### src/rtl/core_ctrl_pkg.sv
// rtl/core_ctrl_pkg.sv - shared state encoding, halt causes and decode helpers for core run control
package core_ctrl_pkg;

  typedef enum logic [2:0] {
    ST_IDLE   = 3'd0,
    ST_BOOT   = 3'd1,
    ST_RUN    = 3'd2,
    ST_DRAIN  = 3'd3,
    ST_HALTED = 3'd4,
    ST_STEP   = 3'd5
  } state_t;

  localparam logic [1:0] CAUSE_NONE = 2'd0;
  localparam logic [1:0] CAUSE_DBG  = 2'd1;
  localparam logic [1:0] CAUSE_EBRK = 2'd2;
  localparam logic [1:0] CAUSE_STEP = 2'd3;

  // Fetch is blocked whenever the core must not pull new instructions
  function automatic logic hold_fetch(input state_t s);
    return (s == ST_IDLE) || (s == ST_BOOT) || (s == ST_DRAIN) || (s == ST_HALTED);
  endfunction

  // Stall seen by the core: memory busy while executing/draining, forced while halted
  function automatic logic stall_for(input state_t s, input logic mem_busy);
    case (s)
      ST_RUN, ST_STEP, ST_DRAIN: return mem_busy;
      ST_HALTED:                 return 1'b1;
      default:                   return 1'b0;
    endcase
  endfunction

endpackage

### src/rtl/run_down_counter.sv
// rtl/run_down_counter.sv - loadable down counter with enable, saturating at zero
module run_down_counter #(
  parameter int W = 4
) (
  input  logic         clk,
  input  logic         rstn,
  input  logic         load,
  input  logic [W-1:0] load_val,
  input  logic         en,
  output logic         zero
);

  logic [W-1:0] count;

  // Load has priority; decrement only while enabled and not yet at zero
  always_ff @(posedge clk or negedge rstn) begin
    if (!rstn) begin
      count <= '0;
    end else if (load) begin
      count <= load_val;
    end else if (en && (count != '0)) begin
      count <= count - W'(1);
    end
  end

  assign zero = (count == '0);

endmodule

### src/rtl/core_run_ctrl.sv
// rtl/core_run_ctrl.sv - run-control sequencer (boot, start handshake, halt/drain/step); cycle counter under CORE_RUN_CTRL_CYCLE_CNT_EN
module core_run_ctrl
  import core_ctrl_pkg::*;
#(
  parameter int BOOT_WAIT = 4,
  parameter int DRAIN_CYC = 3,
  parameter int CNT_W     = 32
) (
  input  logic             clk,
  input  logic             rstn,
  input  logic             boot_en,
  input  logic             imem_busy,
  input  logic             dmem_busy,
  input  logic             dbg_halt_req,
  input  logic             dbg_resume_req,
  input  logic             dbg_step_req,
  input  logic             ebreak_halt,
  output logic             core_start,
  output logic             core_stall,
  output logic             fetch_hold,
  output logic             running,
  output logic             halted,
  output logic [1:0]       halt_cause,
  output logic [CNT_W-1:0] cycle_cnt
);

  localparam int BW = $clog2(BOOT_WAIT + 1);
  localparam int DW = $clog2(DRAIN_CYC + 1);

  state_t state;
  state_t state_nx;
  logic   started;
  logic   mem_busy;
  logic   halt_req;
  logic   boot_load;
  logic   boot_dec;
  logic   boot_zero;
  logic   drain_load;
  logic   drain_dec;
  logic   drain_zero;

  // Next-state selection and counter controls
  always_comb begin
    mem_busy   = imem_busy | dmem_busy;
    halt_req   = ebreak_halt | dbg_halt_req;
    core_stall = stall_for(state, mem_busy);
    state_nx   = state;
    case (state)
      ST_IDLE:   if (boot_en) state_nx = ST_BOOT;
      ST_BOOT:   if (boot_zero) state_nx = ST_RUN;
      // a pending start must be accepted before a halt is honoured
      ST_RUN:    if (halt_req && !core_start) state_nx = ST_DRAIN;
      ST_DRAIN:  if (drain_zero && !mem_busy) state_nx = ST_HALTED;
      ST_HALTED: begin
        if (dbg_resume_req)    state_nx = ST_RUN;
        else if (dbg_step_req) state_nx = ST_STEP;
      end
      ST_STEP:   if (!mem_busy) state_nx = ST_DRAIN;
      default:   state_nx = ST_IDLE;
    endcase
    boot_load  = (state == ST_IDLE) && boot_en;
    boot_dec   = (state == ST_BOOT);
    drain_load = (state_nx == ST_DRAIN) && (state != ST_DRAIN);
    drain_dec  = (state == ST_DRAIN) && !core_stall;
  end

  run_down_counter #(.W(BW)) u_boot_cnt (
    .clk      (clk),
    .rstn     (rstn),
    .load     (boot_load),
    .load_val (BW'(BOOT_WAIT - 1)),
    .en       (boot_dec),
    .zero     (boot_zero)
  );

  run_down_counter #(.W(DW)) u_drain_cnt (
    .clk      (clk),
    .rstn     (rstn),
    .load     (drain_load),
    .load_val (DW'(DRAIN_CYC - 1)),
    .en       (drain_dec),
    .zero     (drain_zero)
  );

  // State register with registered start handshake, halt cause and fetch hold
  always_ff @(posedge clk or negedge rstn) begin
    if (!rstn) begin
      state      <= ST_IDLE;
      core_start <= 1'b0;
      started    <= 1'b0;
      halt_cause <= CAUSE_NONE;
      fetch_hold <= 1'b0;
    end else begin
      state      <= state_nx;
      fetch_hold <= hold_fetch(state_nx);
      if (core_start && !core_stall) begin
        core_start <= 1'b0;
        started    <= 1'b1;
      end else if ((state == ST_BOOT) && (state_nx == ST_RUN) && !started) begin
        core_start <= 1'b1;
      end
      if ((state == ST_RUN) && (state_nx == ST_DRAIN)) begin
        halt_cause <= ebreak_halt ? CAUSE_EBRK : CAUSE_DBG;
      end else if ((state == ST_STEP) && (state_nx == ST_DRAIN)) begin
        halt_cause <= ebreak_halt ? CAUSE_EBRK : CAUSE_STEP;
      end else if ((state == ST_HALTED) && (state_nx == ST_RUN)) begin
        halt_cause <= CAUSE_NONE;
      end
    end
  end

  assign running = (state == ST_RUN) || (state == ST_STEP);
  assign halted  = (state == ST_HALTED);

`ifdef CORE_RUN_CTRL_CYCLE_CNT_EN
  // Count unstalled execution cycles; wraps naturally
  always_ff @(posedge clk or negedge rstn) begin
    if (!rstn) begin
      cycle_cnt <= '0;
    end else if (running && !core_stall) begin
      cycle_cnt <= cycle_cnt + CNT_W'(1);
    end
  end
`else
  assign cycle_cnt = '0;
`endif

endmodule

### config.mk
export PLATFORM = sky130hd
export DESIGN_NAME = core_run_ctrl
export DESIGN_NICKNAME = d
export VERILOG_FILES = /design/src/rtl/core_ctrl_pkg.sv /design/src/rtl/run_down_counter.sv /design/src/rtl/core_run_ctrl.sv
export SDC_FILE = /design/constraint.sdc
export NUM_CORES = 1
export LEC_CHECK = 0
export BUFFER_PORTS_ARGS = -buffer_cell sky130_fd_sc_hd__buf_4
export CAP_MARGIN = 5
export CORE_UTILIZATION = 42
export DETAILED_ROUTE_END_ITERATION = 6
export PLACE_DENSITY = 0.76
export SYNTH_ARGS = -nofsm -noshare
export SYNTH_HDL_FRONTEND = slang
export SYNTH_SLANG_ARGS = --single-unit
### constraint.sdc
create_clock -name clk -period 1.82 [get_ports clk]
set_input_delay 0.091 -clock clk [delete_from_list [all_inputs] [get_ports clk]]
set_output_delay 0.091 -clock clk [all_outputs]
set_load 0.01 [all_outputs]
==> out/results.ini <==
[logic_synthesis]
yosys.area_share.simple = 0.179
ys_seq_area_frac = 0.310
synth_top_area_share = 0.310
synth_top_family_by_area = buffers and inverters
synth_edf_count = 0
synthMuxAreaShare = 0.0286
synth_xor_area_frac = 0.00833
async_reset_ff_frac = 1.00
syn_inst = 117
synthTopCellsByArea = dfrtp_1 (31%), buf_4 (24%), ha_1 (3.6%)
synth_compound_area_frac = 0.165
ys_seq_elements = 13
synth_ff_type = dfrtp_1
ys_types = 36
syn_area_um2 = 1050
synth-adder-area-share = 0.0357
synth_top_cell_by_area = dfrtp_1
syn_avg_cell_area_um2 = 8.98
yosys_warnings = 0

[clocking]
cts_max_level = 1
cts_buffers = 3
cts_num_sinks = 13
clockBufferDepth = 2
worstSkewPairLatency_ns = 0.28
clk_root_buffer_cell = clkbuf_4
clk_pin_slew_worst_paths_ns = 0.08
cts_tree = done

[placed_design]
numPortBuffers = 15
dp_worst_setup_slack_ns = 0.0388
finalWeightedCongestion = 0.897
dpl.hpwl_um = 1500
placed_cell_area_um2 = 1090

[die]
die_area_um2 = 2710
start_util = 0.462
num_rows = 17
die_h_um = 52.0
core_um2 = 2280
die_width_um = 52.0
ioPinCount = 48

[sta]
clock-skew-final_ns = 0.00332
fin_crit_sh = 0.964
hold_viol_final = 0
timing.final.setup_violations = 0
fmax_mhz = 570
min_period_ns = 1.75
finalSetupTns_ns = 0
setup_slack_ns = 0.0657
maxSlewViolCount = 0

[worst_setup_path]
crit_chain = inv_1 -> ha_1 -> ha_2 -> nand2_1 -> or2_1 -> a21oi_2 -> o21a_4 -> mux2i_1
arrival_ns = 1.96
crit_type = reg -> reg
endpoint_kind = flop
reg2regPathDepth = 8
crit_fanout = 4
r2r_end = halt_cause[0]$_DFFE_PN0P_
cp-start-kind = flop
rrSetupSlack_ns = 0.07
r2r-start = u_boot_cnt.count[0]$_DFFE_PN0P_
cp.required_ns = 2.02
critical-path-max-stage-delay_ns = 0.41
critPathSlowestCell = dfrtp_1

[power]
p_leak_uw = 0.000567
p_total_uw = 1650
power_density_nw_per_um2 = 1430
vdd_drop_max_v = 0.000815

[route]
firstDrtPassIters = 4
route.detailed.drc = 0
drtAntennaViolNets = 0
drt_iter0_markers = 9
wire_per_inst_um = 11.5
routed_wl_um = 1930
via_per_inst = 4.67
via_count = 785

[min_path]
worstHoldEndpoint = halt_cause[0]$_DFFE_PN0P_
whs_path_depth = 2
min_from = ebreak_halt
hold_class = in -> reg

[global_route]
gr-usage-all-layers = 0.144
grt_pass1_vias = 663
grt_start_max_net_pins = 14
grt_pass1_wl_um = 2790
antenna_found_initial = 0
grt_overflow = 0

[flow_run]
maxCapViolCount = 0

[layout]
antenna_cells = 0
design_area_um2 = 1150
area_growth_pct = 9.76
multi_input_area_um2 = 564
final_layout_size_suffix_gt1_frac = 0.264
register_area_um2 = 325
fillers = 216
final_nets = 153

[run_status]
status = finished, final reports clean

[synth_stat cells (all sizes together) (2+ instances only)]
cell	n
nor2	10
dfrtp	13
nand2	8
nand2b	2
o22ai	3
ha	3
a211o	2
mux2i	3
inv	7
buf	35
o21a	2
nor2b	5
nor4	2
o21ai	3
a21oi	5
[critical path: cells and delay by family, from the launching register on]
family	cells	cell delay (ns)
muxes	1	0.18
DFF	1	0.41
AOI/OAI and AO/OA	2	0.34
and+or+nand+nor	2	0.35
adders and majority gates	2	0.34
buffers and inverters	1	0.07
[state kept, by name, indices dropped and copies added (netlist names)]
name,flops
halt_cause,2
started,1
state,3
u_drain_cnt.count,2
core_start,1
u_boot_cnt.count,3
fetch_hold,1
[placed cells by master, fill, tap and decap left out]
cell type      instances
dfrtp_1               13
inv_1                  6
nor4_1                 2
or4_4                  1
inv_2                  1
clkinv_2               1
o22ai_1                3
o21ai_0                1
nor3b_2                1
o21bai_1               1
ha_1                   2
a21oi_2                2
o21ai_1                1
o22a_1                 1
nor2_1                10
a32o_1                 1
nand2b_1               1
mux2i_1                3
nand4_4                1
buf_4                 22
dlygate4sd3_1          1
nand2_1                8
or2_1                  1
o21a_4                 1
a22o_1                 1
a211o_1                2
o211a_1                1
xnor2_1                1
nor3_1                 1
o21a_1                 1
nor2b_1                5
nand2b_4               1
conb_1                32
a21oi_1                3
o21ai_2                1
a221oi_2               1
o211ai_1               1
clkbuf_4               3
ha_2                   1
[routing by layer]
metal  track usage  share of wire  up-vias  wire [um]
met5             0              0        -          0
met4         0.104          0.021        0         40
met3        0.0175          0.052        4        100
met2         0.246           0.52       34        997
met1         0.164           0.41      368        795
li1              -              -      379          -
[kinds of logic (layout without fill, tap and decap cells)]
group                      Yosys count  after routing
buffers and inverters               42             34
and+or+nand+nor                     32             32
AOI/OAI and AO/OA                   22             22
DFF                                 13             13
adders and majority gates            3              3
muxes                                3              3
other                                1             32
xor gates and xnor gates             1              1
[layout make-up]
type | instances | share of cell area
Multi-Input combinational cell | 93 | 0.489
Sequential cell | 13 | 0.282
Timing Repair Buffer | 23 | 0.152
Tap cell | 28 | 0.0304
Inverter | 7 | 0.0228
Clock buffer | 3 | 0.0195
Clock inverter | 1 | 0.00434
[worst max path at each step]
stage	startpoint	endpoint	slack, ns	depth (start not counted)
2_1_floorplan	u_boot_cnt.count[0]$_DFFE_PN0P_	halt_cause[0]$_DFFE_PN0P_	0.11	8
3_3_place_gp	u_boot_cnt.count[0]$_DFFE_PN0P_	halt_cause[0]$_DFFE_PN0P_	0.11	8
3_5_place_dp	u_boot_cnt.count[0]$_DFFE_PN0P_	halt_cause[0]$_DFFE_PN0P_	0.04	8
4_1_cts	u_boot_cnt.count[0]$_DFFE_PN0P_	halt_cause[0]$_DFFE_PN0P_	0.01	8
5_1_grt	u_boot_cnt.count[0]$_DFFE_PN0P_	halt_cause[0]$_DFFE_PN0P_	-0.05	8
6_report	u_boot_cnt.count[0]$_DFFE_PN0P_	halt_cause[0]$_DFFE_PN0P_	0.07	8
[metrics by stage]
step,utilization,hold slack [ns],cells
after floorplan,-,-0.205,148
after CTS,0.498,0.000728,166
after detailed placement,0.481,-0.0524,161
after global placement,0.481,-0.0567,161
final,0.507,0.00395,168
after global routing,0.507,0.00292,168
[report_power, final]
group / internal (uW) / switching, uW
Combinational: 470 / 497
Clock: 81.6 / 99.4
Sequential: 404 / 97.5
Total: 955 / 694
[what timing repair did]
action	in CTS	in global routing
hold buffers	1	0
setup buffers	0	2
gates resized for setup	0	2
hold endpoints to repair	13	0
endpoints found under the setup margin	0	4
(Power assumes the default switching activity.)
